[config.mk]
export PLATFORM = sky130hd
export DESIGN_NAME = stream_ready_stall
export DESIGN_NICKNAME = d
export VERILOG_FILES = /design/src/rtl/stream_ready_stall.sv
export SDC_FILE = /design/constraint.sdc
export NUM_CORES = 1
export LEC_CHECK = 0
export BUFFER_PORTS_ARGS = -buffer_cell sky130_fd_sc_hd__buf_2
export CAP_MARGIN = 20
export CORE_UTILIZATION = 40
export CTS_BUF_LIST = sky130_fd_sc_hd__clkbuf_4 sky130_fd_sc_hd__clkbuf_8 sky130_fd_sc_hd__clkbuf_16
export DETAILED_ROUTE_END_ITERATION = 6
export PLACE_DENSITY = 0.66
export SETUP_SLACK_MARGIN = 0.05
export SKIP_LAST_GASP = 1
export SLEW_MARGIN = 20
export SYNTH_ARGS = -nofsm -noshare
export SYNTH_HDL_FRONTEND = slang
export SYNTH_SLANG_ARGS = --single-unit
[constraint.sdc]
create_clock -name clk_i -period 4.38 [get_ports clk_i]
set_input_delay 0.657 -clock clk_i [delete_from_list [all_inputs] [get_ports clk_i]]
set_output_delay 0.657 -clock clk_i [all_outputs]
set_load 0.03 [all_outputs]
[src/rtl/stream_ready_stall.sv]
// Sink-side stream throttle: holds ready low for a fixed or LFSR-driven number of cycles
// per beat, checks source handshake rules and counts completed transfers.
module stream_ready_stall #(
    parameter bit          StallRandom = 1'b0,
    parameter int unsigned FixedStall  = 1,
    parameter int unsigned CntWidth    = 4,
    parameter logic [15:0] LfsrSeed    = 16'hACE1,
    parameter type         payload_t   = logic
) (
    input  logic        clk_i,
    input  logic        rst_i,
    input  payload_t    payload_i,
    input  logic        valid_i,
    output logic        ready_o,
    output payload_t    payload_o,
    output logic        valid_o,
    input  logic        ready_i,
    output logic        protocol_err_o,
    output logic [15:0] xfer_cnt_o
);

    typedef enum logic [1:0] {StIdle, StStall, StOpen} state_e;

    state_e              state_q;
    logic [CntWidth-1:0] cnt_q;
    logic [CntWidth-1:0] stall_n;
    logic [15:0]         lfsr_q;
    logic [15:0]         xfer_q;
    logic                err_q;
    payload_t            payload_q;
    logic                lfsr_fb;
    logic                open_now;
    logic                handshake;
    logic                violation;

    if (LfsrSeed == 16'h0) begin : g_seed_check
        $error("stream_ready_stall: LfsrSeed must be nonzero");
    end

    assign lfsr_fb = lfsr_q[15] ^ lfsr_q[13] ^ lfsr_q[12] ^ lfsr_q[10];
    assign stall_n = StallRandom ? lfsr_q[CntWidth-1:0] : CntWidth'(FixedStall);

    // A zero-length stall lets IDLE act as OPEN in the same cycle.
    always_comb begin
        open_now = 1'b0;
        case (state_q)
            StIdle:  open_now = (stall_n == '0);
            StOpen:  open_now = 1'b1;
            default: open_now = 1'b0;
        endcase
        if (rst_i) begin
            open_now = 1'b0;
        end
    end

    assign valid_o        = open_now & valid_i;
    assign ready_o        = open_now & ready_i;
    assign payload_o      = payload_i;
    assign handshake      = valid_i & ready_o;
    assign violation      = (state_q != StIdle) & (!valid_i | (payload_i != payload_q));
    assign protocol_err_o = err_q;
    assign xfer_cnt_o     = xfer_q;

    always_ff @(posedge clk_i) begin
        if (rst_i) begin
            state_q   <= StIdle;
            cnt_q     <= '0;
            lfsr_q    <= LfsrSeed;
            xfer_q    <= '0;
            err_q     <= 1'b0;
            payload_q <= '0;
        end else begin
            if (handshake) begin
                xfer_q <= xfer_q + 16'd1;
            end
            if (violation) begin
                err_q   <= 1'b1;
                state_q <= StIdle;
            end else begin
                case (state_q)
                    StIdle: begin
                        if (valid_i) begin
                            payload_q <= payload_i;
                            lfsr_q    <= {lfsr_q[14:0], lfsr_fb};
                            if (stall_n == '0) begin
                                state_q <= handshake ? StIdle : StOpen;
                            end else if (stall_n == CntWidth'(1)) begin
                                state_q <= StOpen;
                            end else begin
                                state_q <= StStall;
                                cnt_q   <= stall_n - CntWidth'(2);
                            end
                        end
                    end
                    StStall: begin
                        if (cnt_q == '0) begin
                            state_q <= StOpen;
                        end else begin
                            cnt_q <= cnt_q - CntWidth'(1);
                        end
                    end
                    StOpen: begin
                        if (handshake) begin
                            state_q <= StIdle;
                        end
                    end
                    default: state_q <= StIdle;
                endcase
            end
        end
    end

endmodule

==> impl_metrics.ini <==
[setup_path]
path_class = in -> out
cp-start-kind = input pin
worstPathRequired_ns = 3.72
r2r_start = xfer_cnt_o[0]$_SDFFE_PP0P_
crit_fanout = 25
endpoint_kind = output port
path_cells = buf_2, and3b_2, buf_2
crit_buf_inv = 2
r2r_cells = 5
crit_family = buffers and inverters
cp_common_cell = buf_2
ff2ff_setup_slack_ns = 2.56
slowest_delay_ns = 0.35
worstPathArrival_ns = 1.44
r2r_end = xfer_cnt_o[14]$_SDFFE_PP0P_
crit_path_top_delay_cell = buf_2
worstSetupStartpoint = rst_i

[clock_tree]
hold_buffers = 0
path_clk_slew_ns = 0.11
cts_sinks = 19
cts.htree.levels = 1
cts_resized = 0
cts_tree = yes
insertion_delay_ns = 0.29
clockBufferDepth = 2
root_buffer = clkbuf_4
post_cts_buffers = 0
cts_buffers = 3

[detailed_routing]
wl_microns = 1680
wire_per_inst_microns = 10.9
ant_nets = 0
drtIter0Drc = 19
dr.pass1.iters = 4
drc = 0
vias = 782
via_per_inst = 5.11

[sta]
drv_slew = 0
setup_tns_ns = 0
rsz0062_at_grt = no
setup-violations-final = 0
finalClockSkew_ns = 0.00678
final-hold-violation-count = 0
fin_crit_ns = 2.10
slew_headroom_pct = 63.1
tightest_slew_ns = 0.549
period_share_pct = 47.9
max_freq_mhz = 477

[hold_path]
whs_endpoint = protocol_err_o$_SDFFE_PP0P_
holdPathStages = 2
min_path_type = reg -> reg
holdCritStartpoint = protocol_err_o$_SDFFE_PP0P_

[layout]
num-fill-cells = 208
drive_gt1_share_pct = 28.6
utilization_pct = 52.1
final_nets = 133
syn_to_final_growth_pct = 18.5
diodes = 0

[synthesis]
synthArstFlopShare_pct = 0
synth-compound-area-share_pct = 7.95
synth_nets = 107
synth_top_cell_area_share_pct = 42.4
yosys.area.top_type = dfxtp_1
syn_area_per_cell_sq_um = 8.88
synthSimpleGateAreaFrac_pct = 31.1
syn_inst = 101
synth-xor-area-share_pct = 9.76
yosys.area_share.adder_pct = 1.39
muxShareOfSynthArea_pct = 3.63
ys_types = 32
synthTopCellsByArea = dfxtp_1 (42%), xnor2_1 (7.8%), nor2_1 (5.9%), a21oi_1 (3.3%), nand3_1 (2.8%)
synth_edf_count = 0
ys_seq_elements = 19
ys.flop_type = dfxtp_1
synth_top_family_by_area = simple AND/OR/NAND/NOR gates
synthesis.area_sq_um = 897
seq_area_frac_synth_pct = 42.4
ys_warn_count = 0

[placed_design]
gp_congestion = 0.791
dp_hpwl_microns = 1210
portBuffers = 24

[floorplan]
die_area_sq_um = 2440
fp.dieW_microns = 49.4
ios = 25
start_util_pct = 43.9
dieHeight_microns = 49.4
std_cell_rows = 16
coreArea_sq_um = 2040

[status]
status = finished clean

[global_route]
grt_pass1_wl_microns = 2750
globalRouteOverflowTotal = 0
grt_pass1_vias = 632
antenna_found_initial = 0
grt_max_degree = 26
grt_use_total_pct = 14.4

[pwr]
pwr_density_cell_nw_per_um2 = 263
ir_worst_vdd_v = 0.000195
p_leak_nw = 0.454

[job]
drv_cap = 0
==> registers in the layout, indices dropped and copies added (netlist names) <==
signal          count
state_q             1
xfer_cnt_o         16
protocol_err_o      1
payload_q           1
==> layout make-up <==
type / instances / area [sq um] / area share [%]
repair buffers: 24 / 120 / 11.3
clock buffers: 3 / 22.5 / 2.12
well taps: 27 / 33.8 / 3.18
inverters: 5 / 18.8 / 1.76
flip-flops and latches: 19 / 380 / 35.8
multi-input cells: 74 / 483 / 45.4
clock inverters: 1 / 5.00 / 0.471
==> power by group <==
part | internal [mW] | switching, mW
combinational | 0.00610 | 0.0127
clock | 0.0339 | 0.0507
sequential | 0.175 | 0.00186
==> stage by stage <==
| step | area (sq um) | hold slack, ns | total power, mW | setup WS, ns | cells |
|---|---|---|---|---|---|
| after global placement | 1040 | 0.433 | 0.199 | 2.11 | 149 |
| after global routing | 1060 | 0.476 | 0.298 | 2.24 | 153 |
| after CTS | 1060 | 0.452 | 0.285 | 2.27 | 153 |
| after detailed placement | 1040 | 0.435 | 0.199 | 2.06 | 149 |
| final | 1060 | 0.451 | 0.280 | 2.28 | 153 |
| after floorplan | 897 | 0.466 | 0.193 | 2.12 | 101 |
==> kinds of logic (layout without fill, tap and decap cells) <==
group / count (synthesis) / in the layout
adders and majority gates: 1 / 1
DFF: 19 / 19
and+or+nand+nor: 47 / 47
xor gates and xnor gates: 10 / 10
buffers and inverters: 8 / 33
AOI/OAI and AO/OA: 13 / 13
muxes: 3 / 3
==> cell usage after synthesis, drive strengths merged, types with 2 or more instances <==
cell	count
xor2	2
or3	2
nand4b	2
a21oi	6
clkbuf	2
and3	2
nor2	14
nand4	3
xnor2	8
nor4	5
o21ai	5
inv	5
mux2	2
nand2	2
nand2b	2
nor2b	2
nor3	3
nand3	5
dfxtp	19
==> layout by cell type (no fill, tap or decap) <==
| master | n |
|---|---|
| clkinv_2 | 1 |
| xor2_1 | 2 |
| o21ai_0 | 5 |
| and3_1 | 2 |
| nor4_1 | 4 |
| nor3_1 | 3 |
| nand3b_1 | 1 |
| dfxtp_1 | 19 |
| or3_1 | 2 |
| or4_4 | 1 |
| inv_1 | 5 |
| nor2b_1 | 2 |
| a31o_2 | 1 |
| a21oi_1 | 6 |
| nand2_1 | 2 |
| ha_1 | 1 |
| nand4_2 | 1 |
| nand4b_2 | 1 |
| xnor2_1 | 8 |
| mux2i_1 | 1 |
| nand2b_1 | 2 |
| nand4b_1 | 1 |
| nor3b_1 | 1 |
| nand4_1 | 2 |
| o21a_1 | 1 |
| buf_2 | 24 |
| mux2_2 | 2 |
| and3b_2 | 1 |
| nor4_2 | 1 |
| nand3_1 | 5 |
| nor2_1 | 14 |
| and2_1 | 1 |
| clkbuf_4 | 3 |
==> how the worst max path moves through the flow <==
stage / slack, ns / cells after the start / endpoint
6_report: 2.28 / 3 / ready_o
5_1_grt: 2.24 / 3 / ready_o
4_1_cts: 2.27 / 3 / ready_o
3_5_place_dp: 2.06 / 5 / xfer_cnt_o[13]$_SDFFE_PP0P_
3_3_place_gp: 2.11 / 5 / xfer_cnt_o[15]$_SDFFE_PP0P_
2_1_floorplan: 2.12 / 2 / valid_o
==> worst reg2reg max path, stage by stage (launching register included) <==
cell and delay, ns:
dfxtp_1 0.40, ha_1 0.20, nand4_2 0.17, or4_4 0.56
or3_1 0.32, a21oi_1 0.13
==> per-layer routing <==
layer  routed length (microns)  vias to the layer above  global-route usage (%)
li1                          -                      403                       -
met1                       814                      359                    18.1
met2                       762                       16                    23.1
met3                        74                        4                    3.74
met4                        23                        0                    5.88
met5                         0                        -                       0
Note: power is estimated with default switching activity, not from simulation.
